$ cat config.mk
export PLATFORM = sky130hd
export DESIGN_NAME = ifu_fetch
export DESIGN_NICKNAME = d
export VERILOG_FILES = /design/src/rtl/ifu_pkg.sv /design/src/rtl/fetch_fifo.sv /design/src/rtl/ifu_fetch.sv
export SDC_FILE = /design/constraint.sdc
export NUM_CORES = 1
export LEC_CHECK = 0
export BUFFER_PORTS_ARGS = -buffer_cell sky130_fd_sc_hd__clkbuf_2
export CORE_ASPECT_RATIO = 0.7
export CORE_MARGIN = 10
export CORE_UTILIZATION = 35
export CTS_CLUSTER_SIZE = 10
export DETAILED_ROUTE_END_ITERATION = 16
export SYNTH_ARGS = -nofsm -noshare
export SYNTH_HDL_FRONTEND = slang
export SYNTH_SLANG_ARGS = --single-unit
$ cat constraint.sdc
create_clock -name clk -period 2.8 [get_ports clk]
set_input_delay 0.28 -clock clk [delete_from_list [all_inputs] [get_ports clk]]
set_output_delay 0.28 -clock clk [all_outputs]
set_load 0.01 [all_outputs]
$ cat src/rtl/ifu_pkg.sv
// Shared types for the instruction fetch unit: fetch FSM states and the queue entry layout.
package ifu_pkg;

  localparam logic [63:0] RESET_PC_DEF = 64'h8000_0000;
  localparam logic [31:0] INST_NOP     = 32'h0000_0013;

  typedef enum logic [1:0] {
    REQ    = 2'd0,
    WAIT   = 2'd1,
    HALTED = 2'd2
  } fetch_state_e;

  typedef struct packed {
    logic [31:0] inst;
    logic [63:0] pc;
    logic        err;
  } fetch_entry_t;

endpackage

$ cat src/rtl/fetch_fifo.sv
// Registered instruction queue between fetch and decode; flush empties it and wins over push/pop.
module fetch_fifo
  import ifu_pkg::*;
#(
  parameter int unsigned DEPTH = 2
) (
  input  logic                   clk,
  input  logic                   rstn,
  input  logic                   push,
  input  fetch_entry_t           push_entry,
  input  logic                   pop,
  input  logic                   flush,
  output logic [$clog2(DEPTH):0] count,
  output logic                   head_valid,
  output fetch_entry_t           head
);

  localparam int unsigned AW = $clog2(DEPTH);
  localparam logic [AW:0] FULL = (AW+1)'(DEPTH);

  fetch_entry_t  mem_q [DEPTH];
  logic [AW-1:0] rd_ptr_q;
  logic [AW-1:0] wr_ptr_q;
  logic [AW:0]   count_q;
  logic          do_push;
  logic          do_pop;

  assign do_pop  = pop && (count_q != '0) && !flush;
  // A pop in the same cycle frees the slot, so push at full count is still accepted.
  assign do_push = push && !flush && ((count_q != FULL) || do_pop);

  always_ff @(posedge clk or negedge rstn) begin
    if (!rstn) begin
      for (int i = 0; i < DEPTH; i++) mem_q[i] <= '0;
      rd_ptr_q <= '0;
      wr_ptr_q <= '0;
      count_q  <= '0;
    end else if (flush) begin
      rd_ptr_q <= '0;
      wr_ptr_q <= '0;
      count_q  <= '0;
    end else begin
      if (do_push) begin
        mem_q[wr_ptr_q] <= push_entry;
        wr_ptr_q        <= wr_ptr_q + 1'b1;
      end
      if (do_pop) rd_ptr_q <= rd_ptr_q + 1'b1;
      case ({do_push, do_pop})
        2'b10:   count_q <= count_q + 1'b1;
        2'b01:   count_q <= count_q - 1'b1;
        default: count_q <= count_q;
      endcase
    end
  end

  assign count      = count_q;
  assign head_valid = (count_q != '0);
  assign head       = mem_q[rd_ptr_q];

endmodule

$ cat src/rtl/ifu_fetch.sv
// Fetch FSM: REQ issues one word fetch at pc, WAIT takes its single-beat response,
// HALTED stops issuing (queue still drains) until reset.
module ifu_fetch
  import ifu_pkg::*;
#(
  parameter logic [63:0] RESET_PC = RESET_PC_DEF,
  parameter int unsigned QDEPTH   = 2
) (
  input  logic        clk,
  input  logic        rstn,
  output logic        imem_req_valid,
  input  logic        imem_req_ready,
  output logic [63:0] imem_req_addr,
  input  logic        imem_rsp_valid,
  input  logic [31:0] imem_rsp_data,
  input  logic        imem_rsp_err,
  input  logic        redirect_valid,
  input  logic [63:0] redirect_pc,
  input  logic        halt,
  output logic        inst_valid,
  input  logic        inst_ready,
  output logic [31:0] inst,
  output logic [63:0] inst_pc,
  output logic        inst_err,
  output logic        halted
);

  localparam int unsigned CW = $clog2(QDEPTH) + 1;
  localparam logic [CW-1:0] QFULL = CW'(QDEPTH);

  fetch_state_e state_q, state_d;
  logic [63:0]  pc_q, pc_d;
  logic [63:0]  req_pc_q, req_pc_d;
  logic         kill_q, kill_d;
  logic         halt_pend_q, halt_pend_d;
  logic         started_q;
  logic         halt_eff;
  logic         redir;
  logic         req_fire;
  logic         push;
  logic [CW-1:0] q_count;
  fetch_entry_t push_entry;
  fetch_entry_t head;
  logic [1:0]   unused_rpc_bits;

  assign unused_rpc_bits = redirect_pc[1:0];

  assign halt_eff = halt | halt_pend_q;
  assign redir    = redirect_valid && (state_q != HALTED);

  // started_q keeps the request channel quiet for the first clock after reset.
  assign imem_req_valid = (state_q == REQ) && started_q && !halt_pend_q && (q_count < QFULL);
  assign imem_req_addr  = pc_q;
  assign req_fire       = imem_req_valid && imem_req_ready;
  assign halted         = (state_q == HALTED);

  always_comb begin
    state_d     = state_q;
    pc_d        = pc_q;
    req_pc_d    = req_pc_q;
    kill_d      = kill_q;
    halt_pend_d = halt_eff;
    push        = 1'b0;
    case (state_q)
      REQ: begin
        if (req_fire) begin
          req_pc_d = pc_q;
          pc_d     = pc_q + 64'd4;
          kill_d   = redir;
          state_d  = WAIT;
        end else if (halt_eff) begin
          state_d = HALTED;
        end
      end
      WAIT: begin
        if (imem_rsp_valid) begin
          push    = !kill_q;
          kill_d  = 1'b0;
          state_d = halt_eff ? HALTED : REQ;
        end else if (redir) begin
          kill_d = 1'b1;
        end
      end
      default: ;
    endcase
    if (redir) pc_d = {redirect_pc[63:2], 2'b00};
  end

  always_ff @(posedge clk or negedge rstn) begin
    if (!rstn) begin
      state_q     <= REQ;
      pc_q        <= RESET_PC;
      req_pc_q    <= '0;
      kill_q      <= 1'b0;
      halt_pend_q <= 1'b0;
      started_q   <= 1'b0;
    end else begin
      state_q     <= state_d;
      pc_q        <= pc_d;
      req_pc_q    <= req_pc_d;
      kill_q      <= kill_d;
      halt_pend_q <= halt_pend_d;
      started_q   <= 1'b1;
    end
  end

  assign push_entry = '{inst: imem_rsp_data, pc: req_pc_q, err: imem_rsp_err};

  fetch_fifo #(.DEPTH(QDEPTH)) u_fifo (
    .clk        (clk),
    .rstn       (rstn),
    .push       (push),
    .push_entry (push_entry),
    .pop        (inst_ready),
    .flush      (redir),
    .count      (q_count),
    .head_valid (inst_valid),
    .head       (head)
  );

  assign inst     = head.inst;
  assign inst_pc  = head.pc;
  assign inst_err = head.err;

endmodule
* Word-level counts from Yosys, hierarchy flattened
Cells that the tools add are included.
** Word-level totals
- Bits in read-only memories :: 0
- Word-level logic and storage cells :: 91
- Bits in writable memories :: 0
- Bits in latches :: 0
- Bits of input ports :: 104
- Memories kept :: 0
- Output and inout bits :: 164
- Flip-flop bits (word level) :: 331
** Cells by class
- Shift-type cells :: 0
- Order comparisons :: 4
- Equality and inequality tests :: 10
- Multiplexer cells :: 26
- Bitwise logic cells :: 4
- Reduce and logical (&&, ||, !) cells :: 27
- Add/subtract/negate cells :: 5
- Div/mod/pow operators :: 0
- Multiply operators :: 0
** Operators with widths (number)
- $mux W97 :: 4
- $bwmux W194 :: 1
- $mux W64 :: 3
- $demux W97 S1 :: 1
- $add A64 B3 Y64 const B :: 1
- $reduce_bool A2 Y1 :: 6
- $logic_and A1 B1 Y1 :: 10
- $mux W2 :: 5
- $mux W1 :: 9
- $ne A2 B2 Y1 const B :: 4
- $pmux W2 S2 :: 2
- $reduce_and A2 Y1 :: 3
- $reduce_and A3 Y1 :: 2
- $eq A2 B1 Y1 const B :: 2
- $eq A2 B2 Y1 const B :: 2
- $ge A2 B2 Y1 const B :: 2
- $not A1 Y2 :: 2
- $logic_not A1 Y1 :: 3
- $ne A3 B2 Y1 const B :: 1
- $ne A3 B3 Y1 const B :: 1
- $reduce_bool A3 Y1 :: 1
- $add A1 B1 Y1 const B :: 2
- $add A2 B1 Y2 const B :: 1
- $logic_not A2 Y1 :: 1
- 7 further kinds :: 7

* Depth between registers and ports, before layout
- Depth after elaboration :: 9
- Depth in mapped cells :: 9
- Mapped depth without buffers :: 6

* Hierarchy
Synthesis repeated with hierarchy kept, for this count alone.
** Unflattened totals
- Cell total of the unflattened synthesis :: 1279
- Area, all modules :: 14925.6 um2
** By module, submodules not included
- fetch_fifo :: instances 1, cells an instance 544, area each 8608.3 um2, sequential area each 4954.8 um2
- ifu_fetch :: instances 1, cells an instance 735, area each 6317.3 um2, sequential area each 3229.3 um2

* Worst setup path after synthesis
No wires, ideal clock.
- Path kind :: register -> register
- From :: register pc_q[2] (netlist: imem_req_addr[2])
- To :: register pc_q[62] (netlist: imem_req_addr[62])
- Period minus slack after synthesis :: 2.293 ns
- Path buffers :: 0
- Slack :: 0.507 ns
- Data arrival time :: 2.211 ns
- Required time :: 2.718 ns
- Library setup time :: 0.082 ns
- Cell stages (with the launch flop) :: 7
- Cells stage by stage :: dfrtp_1 -> ha_1 -> nand3_1 -> nor3_1 -> nand4_1 -> or4_1 -> a31oi_1
** Between the ends
- Word-level cells in the longest chain between the ends :: 4
** Ends and longest elaborated chain
- from (decl) :: RTL line ifu_fetch.sv:32 : logic [63:0] pc_q, pc_d;
- from (signal assigned) :: RTL line ifu_fetch.sv:99 : pc_q <= pc_d;
- $add A64 B3 Y64 :: RTL line ifu_fetch.sv:68 : pc_d = pc_q + 64'd4;
- $mux W64 :: RTL line ifu_fetch.sv:66 : if (req_fire) begin
- $mux W64 :: RTL line ifu_fetch.sv:64 : case (state_q)
- $mux W64 :: RTL line ifu_fetch.sv:86 : if (redir) pc_d = {redirect_pc[63:2], 2'b00};
No other way between the ends. The select of a mux whose other input is x is not followed.
A chain may end at the register's enable or synchronous reset.

* Worst setup path in the final report
- From :: register pc_q[31] (netlist: imem_req_addr[31])
- To :: register pc_q[62] (netlist: imem_req_addr[62])
The elaborated chain is that of the path after synthesis.

==> flow_summary.json <==
{
  "synth_top_family_by_area": "multiplexers",
  "async_reset_ff_share_pct": 100,
  "ant_nets": 0,
  "netlist_area_um2": 14700,
  "clockRootBuffer": "clkbuf_16",
  "slew_headroom_pct": 60.2,
  "vias_per_cell": 5.11,
  "num_vias": 11100,
  "antenna_found_initial": 4,
  "rows": 62,
  "numClockSinks": 323,
  "drt_iter0_drc": 696,
  "ys_ff_latch": 323,
  "reg2reg_from": "imem_req_addr[31]$_DFFE_PN1P_",
  "port_buffers": 261,
  "crit_required_ns": 3.25,
  "ys_warn_count": 0,
  "synth_edf_count": 0,
  "min_period_ns": 2.54,
  "routedWlPerCell_um": 20.2,
  "hold_start": "redirect_pc[33]",
  "rsz0062_at_grt": "false",
  "dp_hpwl_um": 30900,
  "status": "completed",
  "setup-violations-final": 0,
  "core_um2": 41200,
  "place.gp.congestion": 0.779,
  "netlist.top_cell.by_area": "dfrtp_1",
  "io-pin-count": 268,
  "worstPathMaxFanout": 7,
  "synth.avg_cell_area_um2": 11.5,
  "insertion_delay_ns": 0.53,
  "finalHoldViolCount": 0,
  "p_per_area_nw_per_um2": 628,
  "synthAdderAreaFrac_pct": 0.0853,
  "clk_pin_slew_ns": 0.06,
  "worstSetupStartpoint": "imem_req_addr[31]$_DFFE_PN1P_",
  "die_w_um": 265,
  "p_leak_nw": 9.17,
  "fin_skew_ns": 0.0149,
  "grt_first_pass_wirelength_um": 68500,
  "synth_xor_area_share_pct": 1.67,
  "grt_pass1_vias": 11700,
  "min_path_type": "in2reg",
  "worst_slew_pin_slew_ns": 0.594,
  "max-cap-violations": 0,
  "cp.arrival_ns": 2.99,
  "start_util_pct": 35.6,
  "cts_resized": 0,
  "routed_wl_um": 43900,
  "grt_usage_pct": 17.1,
  "drive_above_1_share_pct": 39.7,
  "area_delta_synth_final_pct": 26.4,
  "crit_type": "reg2reg",
  "final_cells": 2171,
  "nets": 1715,
  "synth-simple-area-share_pct": 14.3,
  "numCtsBuffers": 38,
  "tritoncts": "yes",
  "synth_top_area_share_pct": 54.9,
  "slew_viol_final": 0,
  "dr.pass1.iters": 5,
  "drc": 0,
  "synth_compound_area_share_pct": 4.49,
  "setup_tns_ns": 0,
  "ir_drop_mv": 0.379,
  "dieArea_um2": 50600,
  "die_h_um": 191,
  "p_total_mw": 11.6,
  "synth_ff_type": "dfrtp_1",
  "yosysSeqAreaShare_pct": 55.1,
  "grt_max_degree": 90,
  "synthCells": 1276,
  "htreeDepth": 2,
  "max_freq_ghz": 0.394,
  "cts_buffer_depth": 3,
  "min_period_over_period_pct": 90.6,
  "ys_types": 50,
  "cp-end-kind": "flip-flop",
  "cp-start-kind": "flip-flop",
  "grt-ovfl-total": 0,
  "synthTopCellsByArea": "dfrtp_1 (55%), mux2_2 (22%), nand2_1 (6.2%)",
  "muxShareOfSynthArea_pct": 21.9,
  "dp_cells": 2048,
  "final_util_pct": 45.0
}
[metal layers]
metal | vias up | wire, um | track usage [%]
met5 | - | 0 | 0
li1 | 5162 | - | -
met3 | 56 | 2560 | 3.98
met2 | 277 | 20700 | 27.6
met1 | 5590 | 19800 | 22.9
met4 | 0 | 826 | 4.30
[worst paths after layout]
check	endpoint	slack [ns]	cells after the start
max	imem_req_addr[62]$_DFFE_PN0P_	0.26	6
min	imem_req_addr[33]$_DFFE_PN0P_	0.02	3
max reg2reg	imem_req_addr[62]$_DFFE_PN0P_	0.26	6
min reg2reg	req_pc_q[31]$_DFFE_PN0P_	0.49	2
max in group asynchronous	req_pc_q[50]$_DFFE_PN0P_	1.56	3
min in group asynchronous	u_fifo.mem_q[28]$_DFFE_PN0P_	0.34	2
[worst max-delay path, stage by stage, from the launching register on]
cell and delay (ns):
dfstp_2 0.59, nand3_1 0.23, nor4_2 0.37, buf_4 0.20
nand4_1 0.32, or4_1 0.58, a31oi_1 0.17
[report_power, final]
| group | leakage (nW) | switching (mW) | internal, mW |
|---|---|---|---|
| Sequential | 4.33 | 0.527 | 4.95 |
| Clock | 0.525 | 1.82 | 2.64 |
| Combinational | 4.31 | 0.966 | 0.748 |
| Total | 9.17 | 3.31 | 8.34 |
[cell families (layout without fill, tap and decap cells)]
kind of cell,count (synthesis),count (layout)
other cells,2,9
mux,286,286
fa+ha+maj,1,1
compound gates,111,111
simple gates,447,447
buf+inv,78,422
xor+xnor,28,28
flops,323,323
[state kept, by name, summed over array words and instances, names as in the netlist]
signal and count:
u_fifo.wr_ptr_q 1, halt_pend_q 1, state_q 2, u_fifo.rd_ptr_q 1, u_fifo.mem_q 190, started_q 1, imem_req_addr 62, req_pc_q 62
kill_q 1, u_fifo.count 2
[through the flow]
stage | hold WS, ns | worst slack [ns] | cell area, um^2
floorplan | -0.0156 | 0.507 | 14700
global placement | 0.292 | 0.293 | 16800
detailed placement | 0.287 | 0.255 | 16800
CTS | 0.00123 | 0.238 | 18500
global route | 0.0213 | 0.0976 | 18500
finish | 0.0246 | 0.263 | 18500
[layout by cell type, fill, tap and decap left out, types with 2 or more instances in the layout]
cell	Yosys	final
and4_1	5	5
nor4_1	3	3
or2_2	3	3
conb_1	2	5
nand3_1	36	36
clkbuf_1	37	11
nand2b_1	3	2
mux2_2	285	285
nor3_2	0	2
nand4_1	25	25
clkbuf_16	0	41
o21ai_0	49	49
and2_1	7	6
diode_2	0	4
a31oi_1	32	32
or3_1	20	20
nor2_4	0	2
xnor2_1	10	10
clkbuf_2	0	260
buf_12	0	9
buf_4	4	28
nand2_1	244	243
o31ai_1	14	14
nor2b_1	4	3
dlygate4sd3_1	0	66
and3_1	11	11
nor2_1	51	49
or4_1	17	17
inv_1	5	5
xor2_1	18	18
a21oi_1	7	7
dfrtp_1	322	321
nor3_1	9	7
[synth_stat cells (2+ instances only)]
cell,count
or2_2,3
nand2_1,244
nor3_1,9
nand3_1,36
nor2b_1,4
nand2b_1,3
nor4_1,3
a31oi_1,32
conb_1,2
clkbuf_1,37
dfrtp_1,322
nor2_1,51
nand4_1,25
or3_1,20
inv_1,5
or4_1,17
a21oi_1,7
xor2_1,18
xnor2_1,10
o31ai_1,14
buf_4,4
buf_1,6
buf_2,25
o21ai_0,49
and4_1,5
and3_1,11
and2_1,7
mux2_2,285
[final cells by class]
cell class	instances	area [um^2]
sequential	323	8090
timing repair buffer	364	2370
antenna	4	10.0
fill	3842	22600
multi-input combinational	878	6300
clock buffer	53	1080
inverter	5	18.8
tap	544	681
[what timing repair did]
action	CTS	global route
hold buffers	66	0
buffers inserted	0	0
endpoints found under the setup margin	0	0
hold endpoints to repair	154	0
(Power assumes the default switching activity.)
